File: config.mk
export PLATFORM = sky130hd
export DESIGN_NAME = layer_sched
export DESIGN_NICKNAME = d
export VERILOG_FILES = /design/src/rtl/layer_sched_pkg.sv /design/src/rtl/layer_sched_wrap_cnt.sv /design/src/rtl/layer_sched.sv
export SDC_FILE = /design/constraint.sdc
export NUM_CORES = 1
export LEC_CHECK = 0
export CORE_MARGIN = 2
export CORE_UTILIZATION = 35
export CTS_CLUSTER_DIAMETER = 60
export CTS_CLUSTER_SIZE = 14
export DETAILED_ROUTE_END_ITERATION = 8
export GPL_TIMING_DRIVEN = 0
export PLACE_DENSITY = 0.67
export SYNTH_ARGS = -nofsm -noshare
export SYNTH_HDL_FRONTEND = slang
export SYNTH_HIERARCHICAL = 1
export SYNTH_SLANG_ARGS = --single-unit
File: constraint.sdc
create_clock -name clk -period 4.6 [get_ports clk]
set_clock_uncertainty 0.2 [all_clocks]
set_input_delay 0.69 -clock clk [delete_from_list [all_inputs] [get_ports clk]]
set_output_delay 0.69 -clock clk [all_outputs]
set_load 0.02 [all_outputs]
File: src/rtl/layer_sched_pkg.sv
// rtl/layer_sched_pkg.sv - shared state encoding, loop codes and loop-order helpers for layer_sched
package layer_sched_pkg;

    typedef enum logic [2:0] {
        ST_IDLE  = 3'd0,
        ST_LOAD  = 3'd1,
        ST_ISSUE = 3'd2,
        ST_WAIT  = 3'd3,
        ST_DONE  = 3'd4,
        ST_GAP   = 3'd5
    } sched_state_t;

    localparam logic [1:0] LOOP_PAT    = 2'd0;
    localparam logic [1:0] LOOP_FTRGRP = 2'd1;
    localparam logic [1:0] LOOP_BLK    = 2'd2;

    // Outer patch, middle filter group, inner block.
    localparam logic [5:0] LOOP_PTY_DEFAULT = {LOOP_PAT, LOOP_FTRGRP, LOOP_BLK};

    // Three distinct codes, none of them 3, is exactly a permutation of {0,1,2}.
    function automatic logic loop_pty_legal(input logic [5:0] pty);
        logic [1:0] c_out;
        logic [1:0] c_mid;
        logic [1:0] c_in;
        c_out = pty[5:4];
        c_mid = pty[3:2];
        c_in  = pty[1:0];
        return (c_out != 2'd3) && (c_mid != 2'd3) && (c_in != 2'd3) &&
               (c_out != c_mid) && (c_out != c_in) && (c_mid != c_in);
    endfunction

    function automatic logic sel3(input logic [1:0] code, input logic a, input logic b, input logic c);
        case (code)
            LOOP_PAT:    return a;
            LOOP_FTRGRP: return b;
            default:     return c;
        endcase
    endfunction

    // Increment condition for the loop with the given code, from the slot it occupies.
    function automatic logic loop_inc(input logic [1:0] code, input logic [1:0] code_in,
                                      input logic [1:0] code_mid, input logic w_in, input logic w_mid);
        if (code == code_in)
            return 1'b1;
        else if (code == code_mid)
            return w_in;
        else
            return w_in & w_mid;
    endfunction

endpackage

File: src/rtl/layer_sched_wrap_cnt.sv
// rtl/layer_sched_wrap_cnt.sv - wrapping loop counter with clear, increment, wrap flag and carry-out
module sched_wrap_cnt
    import layer_sched_pkg::*;
#(
    parameter int W = 6
) (
    input  logic         clk,
    input  logic         rst,
    input  logic         clr,
    input  logic         inc,
    input  logic [W-1:0] max,
    output logic [W-1:0] cnt,
    output logic         wrap,
    output logic         carry
);

    assign wrap  = (cnt == max);
    assign carry = inc & wrap;

    always_ff @(posedge clk or posedge rst) begin
        if (rst)
            cnt <= '0;
        else if (clr)
            cnt <= '0;
        else if (inc)
            cnt <= wrap ? '0 : cnt + 1'b1;
    end

endmodule

File: src/rtl/layer_sched.sv
// rtl/layer_sched.sv - per-layer loop-nest sequencer issuing tile commands to the PE array
module layer_sched
    import layer_sched_pkg::*;
#(
    parameter int FRAME_WIDTH  = 6,
    parameter int PATCH_WIDTH  = 8,
    parameter int FTRGRP_WIDTH = 6,
    parameter int BLK_WIDTH    = 6,
    parameter int LAYER_WIDTH  = 5
) (
    input  logic                    clk,
    input  logic                    rst,
    input  logic                    CFGIF_rdy,
    input  logic [5:0]              CFG_LoopPty,
    input  logic [FRAME_WIDTH-1:0]  CFG_NumFrm,
    input  logic [PATCH_WIDTH-1:0]  CFG_NumPat,
    input  logic [FTRGRP_WIDTH-1:0] CFG_NumFtrGrp,
    input  logic [BLK_WIDTH-1:0]    CFG_NumBlk,
    input  logic [LAYER_WIDTH-1:0]  CFG_NumLay,
    output logic                    Rst_Layer,
    output logic                    SCH_val,
    input  logic                    PESCH_rdy,
    input  logic                    PESCH_done,
    output logic [FRAME_WIDTH-1:0]  SCH_Frm,
    output logic [PATCH_WIDTH-1:0]  SCH_Pat,
    output logic [FTRGRP_WIDTH-1:0] SCH_FtrGrp,
    output logic [BLK_WIDTH-1:0]    SCH_Blk,
    output logic [LAYER_WIDTH-1:0]  SCH_Lay,
    output logic                    SCH_First,
    output logic                    SCH_Last,
    output logic                    SCH_Busy,
    output logic                    SCH_AllDone,
    output logic                    SCH_CfgErr
);

    sched_state_t            state;
    logic [5:0]              pty_q;
    logic [FRAME_WIDTH-1:0]  max_frm;
    logic [PATCH_WIDTH-1:0]  max_pat;
    logic [FTRGRP_WIDTH-1:0] max_ftr;
    logic [BLK_WIDTH-1:0]    max_blk;
    logic [LAYER_WIDTH-1:0]  num_lay_q;

    logic clr_cnt, adv;
    logic wrap_frm, wrap_pat, wrap_ftr, wrap_blk;
    logic carry_frm, carry_pat, carry_ftr, carry_blk;
    logic inc_frm, inc_pat, inc_ftr, inc_blk;
    logic w_in, w_mid, layer_end;

    assign clr_cnt = (state == ST_LOAD);
    assign adv     = (state == ST_WAIT) && PESCH_done;

    // Carry chain is steered by the latched order; wraps are registered compares, so no loop.
    assign w_in    = sel3(pty_q[1:0], wrap_pat, wrap_ftr, wrap_blk);
    assign w_mid   = sel3(pty_q[3:2], wrap_pat, wrap_ftr, wrap_blk);
    assign inc_pat = adv & loop_inc(LOOP_PAT,    pty_q[1:0], pty_q[3:2], w_in, w_mid);
    assign inc_ftr = adv & loop_inc(LOOP_FTRGRP, pty_q[1:0], pty_q[3:2], w_in, w_mid);
    assign inc_blk = adv & loop_inc(LOOP_BLK,    pty_q[1:0], pty_q[3:2], w_in, w_mid);
    assign inc_frm = sel3(pty_q[5:4], carry_pat, carry_ftr, carry_blk);

    // Frame carry-out fires only when the finished tile was the last of the layer.
    assign layer_end = carry_frm;

    assign SCH_First = SCH_val && (SCH_Frm == '0) && (SCH_Pat == '0) &&
                       (SCH_FtrGrp == '0) && (SCH_Blk == '0);
    assign SCH_Last  = SCH_val & wrap_frm & wrap_pat & wrap_ftr & wrap_blk;

    sched_wrap_cnt #(.W(FRAME_WIDTH)) u_cnt_frm (
        .clk(clk), .rst(rst), .clr(clr_cnt), .inc(inc_frm), .max(max_frm),
        .cnt(SCH_Frm), .wrap(wrap_frm), .carry(carry_frm)
    );
    sched_wrap_cnt #(.W(PATCH_WIDTH)) u_cnt_pat (
        .clk(clk), .rst(rst), .clr(clr_cnt), .inc(inc_pat), .max(max_pat),
        .cnt(SCH_Pat), .wrap(wrap_pat), .carry(carry_pat)
    );
    sched_wrap_cnt #(.W(FTRGRP_WIDTH)) u_cnt_ftr (
        .clk(clk), .rst(rst), .clr(clr_cnt), .inc(inc_ftr), .max(max_ftr),
        .cnt(SCH_FtrGrp), .wrap(wrap_ftr), .carry(carry_ftr)
    );
    sched_wrap_cnt #(.W(BLK_WIDTH)) u_cnt_blk (
        .clk(clk), .rst(rst), .clr(clr_cnt), .inc(inc_blk), .max(max_blk),
        .cnt(SCH_Blk), .wrap(wrap_blk), .carry(carry_blk)
    );

    always_ff @(posedge clk or posedge rst) begin
        if (rst) begin
            state       <= ST_IDLE;
            pty_q       <= LOOP_PTY_DEFAULT;
            max_frm     <= '0;
            max_pat     <= '0;
            max_ftr     <= '0;
            max_blk     <= '0;
            num_lay_q   <= '0;
            SCH_val     <= 1'b0;
            Rst_Layer   <= 1'b0;
            SCH_AllDone <= 1'b0;
            SCH_Busy    <= 1'b0;
            SCH_CfgErr  <= 1'b0;
            SCH_Lay     <= '0;
        end else begin
            Rst_Layer   <= 1'b0;
            SCH_AllDone <= 1'b0;
            case (state)
                ST_IDLE: begin
                    if (CFGIF_rdy) begin
                        state    <= ST_LOAD;
                        SCH_Busy <= 1'b1;
                    end
                end
                ST_LOAD: begin
                    max_frm   <= CFG_NumFrm;
                    max_pat   <= CFG_NumPat;
                    max_ftr   <= CFG_NumFtrGrp;
                    max_blk   <= CFG_NumBlk;
                    num_lay_q <= CFG_NumLay;
                    if (loop_pty_legal(CFG_LoopPty)) begin
                        pty_q <= CFG_LoopPty;
                    end else begin
                        pty_q      <= LOOP_PTY_DEFAULT;
                        SCH_CfgErr <= 1'b1;
                    end
                    SCH_val <= 1'b1;
                    state   <= ST_ISSUE;
                end
                ST_ISSUE: begin
                    if (PESCH_rdy) begin
                        SCH_val <= 1'b0;
                        state   <= ST_WAIT;
                    end
                end
                ST_WAIT: begin
                    if (PESCH_done) begin
                        if (layer_end) begin
                            Rst_Layer   <= 1'b1;
                            SCH_AllDone <= (SCH_Lay == num_lay_q);
                            state       <= ST_DONE;
                        end else begin
                            SCH_val <= 1'b1;
                            state   <= ST_ISSUE;
                        end
                    end
                end
                ST_DONE: begin
                    SCH_Lay  <= (SCH_Lay == num_lay_q) ? '0 : SCH_Lay + 1'b1;
                    SCH_Busy <= 1'b0;
                    state    <= ST_GAP;
                end
                ST_GAP: begin
                    state <= ST_IDLE;
                end
                default: begin
                    state <= ST_IDLE;
                end
            endcase
        end
    end

endmodule

==> flow_summary.yaml <==
run_status:
  status: "finished, final reports clean"
global_route:
  grt_pass1_wl_um: 18000
  grt_start_max_net_pins: 39
  grt-ovfl-total: 0
  grt_util_all_layers: 0.177
  grt_antenna_before_repair: 0
  grt_pass1_vias: 3690
critical_path:
  crit_slowest_cell: "dfrtp_1"
  cp.required_ps: 4620
  worst_ep_arrival_time_ps: 4330
  crit_path_end_kind: "register"
  crit_start: "u_cnt_blk/cnt[4]$_DFFE_PP0P_"
  r2r_start: "u_cnt_blk/cnt[4]$_DFFE_PP0P_"
  start_kind: "register"
  path_buf_inv: 2
  cp_max_fo: 10
  cpPeakStageDelay_ps: 460
  path_class: "reg -> reg"
  crit_family: "simple AND/OR/NAND/NOR gates"
  worstPathCellList: "xnor2_1 -> nand4_1 -> nor3_4 -> nand2b_1 -> a21oi_1 -> a211oi_2 -> clkbuf_1 -> and2_1 -> mux2i_1 -> o21ai_1 -> clkbuf_2 -> and2_1 -> nand2b_1 -> a21oi_1 -> o21ai_0 -> nand2_1"
synth:
  synth_compound_area_frac: 0.134
  ys_ff_latch: 76
  netlist_area_um2: 4110
  yosys-mux-area-fraction: 0.0152
  synth-adder-area-share: 0.0152
  synth_top_family_by_area: "simple AND/OR/NAND/NOR gates"
  synth-main-ff-cell: "dfrtp_1"
  yosys.area_share.simple: 0.256
  synth-edff-count: 0
  synthArstFlopShare: 1.00
  yosys_warnings: 6
  synth_nets: 495
  ys_types: 48
  syn_avg_cell_area_um2: 9.17
  synth_xor_area_frac: 0.0917
  netlist_instances: 448
  synth_seq_area_share: 0.464
cells_and_area:
  syn_to_final_growth_pct: 34.1
  antenna_cells: 0
  multi_input_area_um2: 2120
  stdcell_area_um2: 5510
  finalNonFillerCells: 696
  nets: 595
  drive_gt1_frac: 0.103
  num-fill-cells: 1089
  register_area_um2: 1900
clock_network:
  cts.sinks: 76
  clk_pin_slew_worst_paths_ps: 60
  cts_buffer_depth: 2
  cts_tree: "done"
  cts-hold-fix-buffers: 0
  cts-root-buf: "clkbuf_16"
  cts_buffers: 9
  htree_levels: 3
  insertion_delay_ps: 340
timing:
  clock.fmax_mhz: 232
  setup_slack_ps: 296
  slew_headroom: 0.403
  final_hold_viol_count: 0
  finalCritPeriodShare: 0.936
  worstMarginPinSlew_ps: 895
  setup_viol: 0
  period_minus_slack_ps: 4300
  rsz0062_at_grt: "no"
  tns_ps: 0
  holdWs_ps: 277
  report.final.slew_viol_count: 0
power:
  p_leak_uw: 0.00233
  switching_share: 0.321
  power_frac_comb: 0.264
  clockPowerShare: 0.326
  power_frac_seq: 0.410
  intPower_uw: 1600
  p_per_area_nw_per_um2: 427
  irDropWorstVdd_mv: 0.219
  p_sw_uw: 756
detailed_routing:
  num_vias: 3633
  avgViaCountPerCell: 5.22
  drc: 0
  detail-route-antenna-nets: 0
  drt-wirelength-per-cell_um: 15.5
  totalWireLength_um: 10800
  drt_pass1_iterations: 4
  drtIter0Drc: 258
floorplan:
  initial_utilization: 0.360
  coreArea_um2: 11400
  ios: 80
  die_y_um: 112
  row_count: 39
  die-area_um2: 12600
  die_w_um: 112
place:
  portBuffers: 79
  place_area_um2: 5100
  dp_hpwl_um: 7750
  globalplace.congestion: 0.849
  dp.cells: 671
  preCtsSetupSlack_ps: -240
run:
  drv_cap: 0
hold_path:
  min_from: "SCH_CfgErr$_DFFE_PP0P_"
  min-delay-path-class: "reg -> reg"
[worst reg2reg max path, stage by stage (launching register included)]
cell	delay [ps]
dfrtp_1	460
xnor2_1	200
nand4_1	210
nor3_4	410
nand2b_1	190
a21oi_1	80
a211oi_2	460
clkbuf_1	400
and2_1	190
mux2i_1	60
o21ai_1	330
clkbuf_2	320
and2_1	270
nand2b_1	140
a21oi_1	60
o21ai_0	150
nand2_1	70
[metrics by stage]
step	utilization	power (uW)
after CTS	0.476	2350
final	0.482	2350
after global placement	0.445	1550
after detailed placement	0.447	1580
after floorplan	-	1330
after global routing	0.482	2490
[per-layer routing]
| metal | global-route usage | routed length [um] | vias to the layer above | part of all wire |
|---|---|---|---|---|
| met5 | 0 | 0 | - | 0 |
| met4 | 0.0415 | 110 | 0 | 0.010 |
| met3 | 0.0562 | 723 | 12 | 0.067 |
| met2 | 0.298 | 5230 | 115 | 0.48 |
| met1 | 0.223 | 4750 | 1751 | 0.44 |
| li1 | - | - | 1755 | - |
[registers in the layout, indices dropped and copies added, names as in the netlist, 3 cells and up]
| name | cells |
|---|---|
| max_frm | 6 |
| max_ftr | 6 |
| u_cnt_blk/cnt | 6 |
| u_cnt_pat/cnt | 8 |
| num_lay_q | 5 |
| u_cnt_frm/cnt | 6 |
| state | 3 |
| pty_q | 6 |
| max_pat | 8 |
| SCH_Lay | 5 |
| max_blk | 6 |
| u_cnt_ftr/cnt | 6 |
[what timing repair did]
| action | 4_1_cts | 5_1_grt |
|---|---|---|
| resized for setup | 3 | 3 |
| pin swaps | 0 | 2 |
| endpoints found under the setup margin | 5 | 5 |
| endpoints found under the hold margin | 0 | 0 |
| setup buffers | 0 | 9 |
| cloned | 0 | 0 |
[final timing paths]
| check | to | slack (ps) | cells past startpoint |
|---|---|---|---|
| min reg2reg | SCH_CfgErr$_DFFE_PP0P_ | 280 | 1 |
| max in group asynchronous | pty_q[1]$_DFFE_PP1P_ | 3060 | 3 |
| max | SCH_val$_DFFE_PP0P_ | 300 | 16 |
| max reg2reg | SCH_val$_DFFE_PP0P_ | 300 | 16 |
| min in group asynchronous | u_cnt_frm/cnt[4]$_DFFE_PP0P_ | 540 | 2 |
| min | SCH_CfgErr$_DFFE_PP0P_ | 280 | 1 |
[power by group through the flow]
stage                     sequential (uW)  combinational (uW)  clock [uW]
after floorplan                       991                 335           0
after global placement                967                 586           0
after detailed placement              976                 603           0
after CTS                             965                 608         782
after global routing                  988                 683         815
final                                 965                 620         767
[cells in the final DEF, fill, tap and decap left out, types with 6 or more instances in the layout]
cell and n:
a2111oi_2 7, a211oi_1 7, a21oi_1 12, and3_1 6
buf_4 9, clkbuf_1 6, clkbuf_16 9, clkdlybuf4s50_1 79
dfrtp_1 74, inv_1 10, nand2_1 130, nand2b_1 9
nand3_1 13, nand4_1 9, nor2_1 20, nor3_1 7
o21ai_0 12, o22ai_1 6, xnor2_1 28, xor2_1 15
[Yosys cell counts (3+ instances only)]
cell / n / area share
buf_1: 3 / 0.0027
buf_2: 3 / 0.0037
a21oi_1: 13 / 0.016
mux2i_1: 4 / 0.0097
nor2_1: 20 / 0.018
a2111oi_2: 7 / 0.026
a211oi_2: 3 / 0.0091
ha_1: 5 / 0.015
nor4_1: 5 / 0.0076
nand2b_1: 9 / 0.014
nor3_1: 7 / 0.0085
a211oi_1: 8 / 0.015
or2b_1: 3 / 0.0055
o21ai_0: 13 / 0.016
xnor2_1: 28 / 0.060
inv_1: 11 / 0.010
and2_1: 4 / 0.0061
nand3_1: 13 / 0.016
clkbuf_1: 9 / 0.0082
nor3_4: 3 / 0.012
and3_1: 6 / 0.0091
dfrtp_1: 74 / 0.45
o2111ai_2: 3 / 0.011
o311ai_1: 3 / 0.0064
nand4_1: 9 / 0.014
xor2_1: 15 / 0.032
a32oi_1: 3 / 0.0064
o22ai_1: 6 / 0.0091
nand2_1: 130 / 0.12
[cells by family (layout without fill, tap and decap cells)]
logic type	Yosys count	after routing
XOR/XNOR	43	43
multiplexers	6	6
buffers and inverters	26	131
adder cells (fa/ha/maj)	5	5
flip-flops	76	76
AND/OR/NAND/NOR	223	223
AO/OA/AOI/OAI	69	69
[cell type report]
type | instances | share of cell area
inverters | 11 | 0.00750
well taps | 143 | 0.0325
plain buffers | 15 | 0.0116
multi-input cells | 346 | 0.384
clock inverters | 6 | 0.0157
flip-flops and latches | 76 | 0.346
repair buffers | 89 | 0.159
clock buffers | 10 | 0.0434
(Power assumes the default switching activity.)
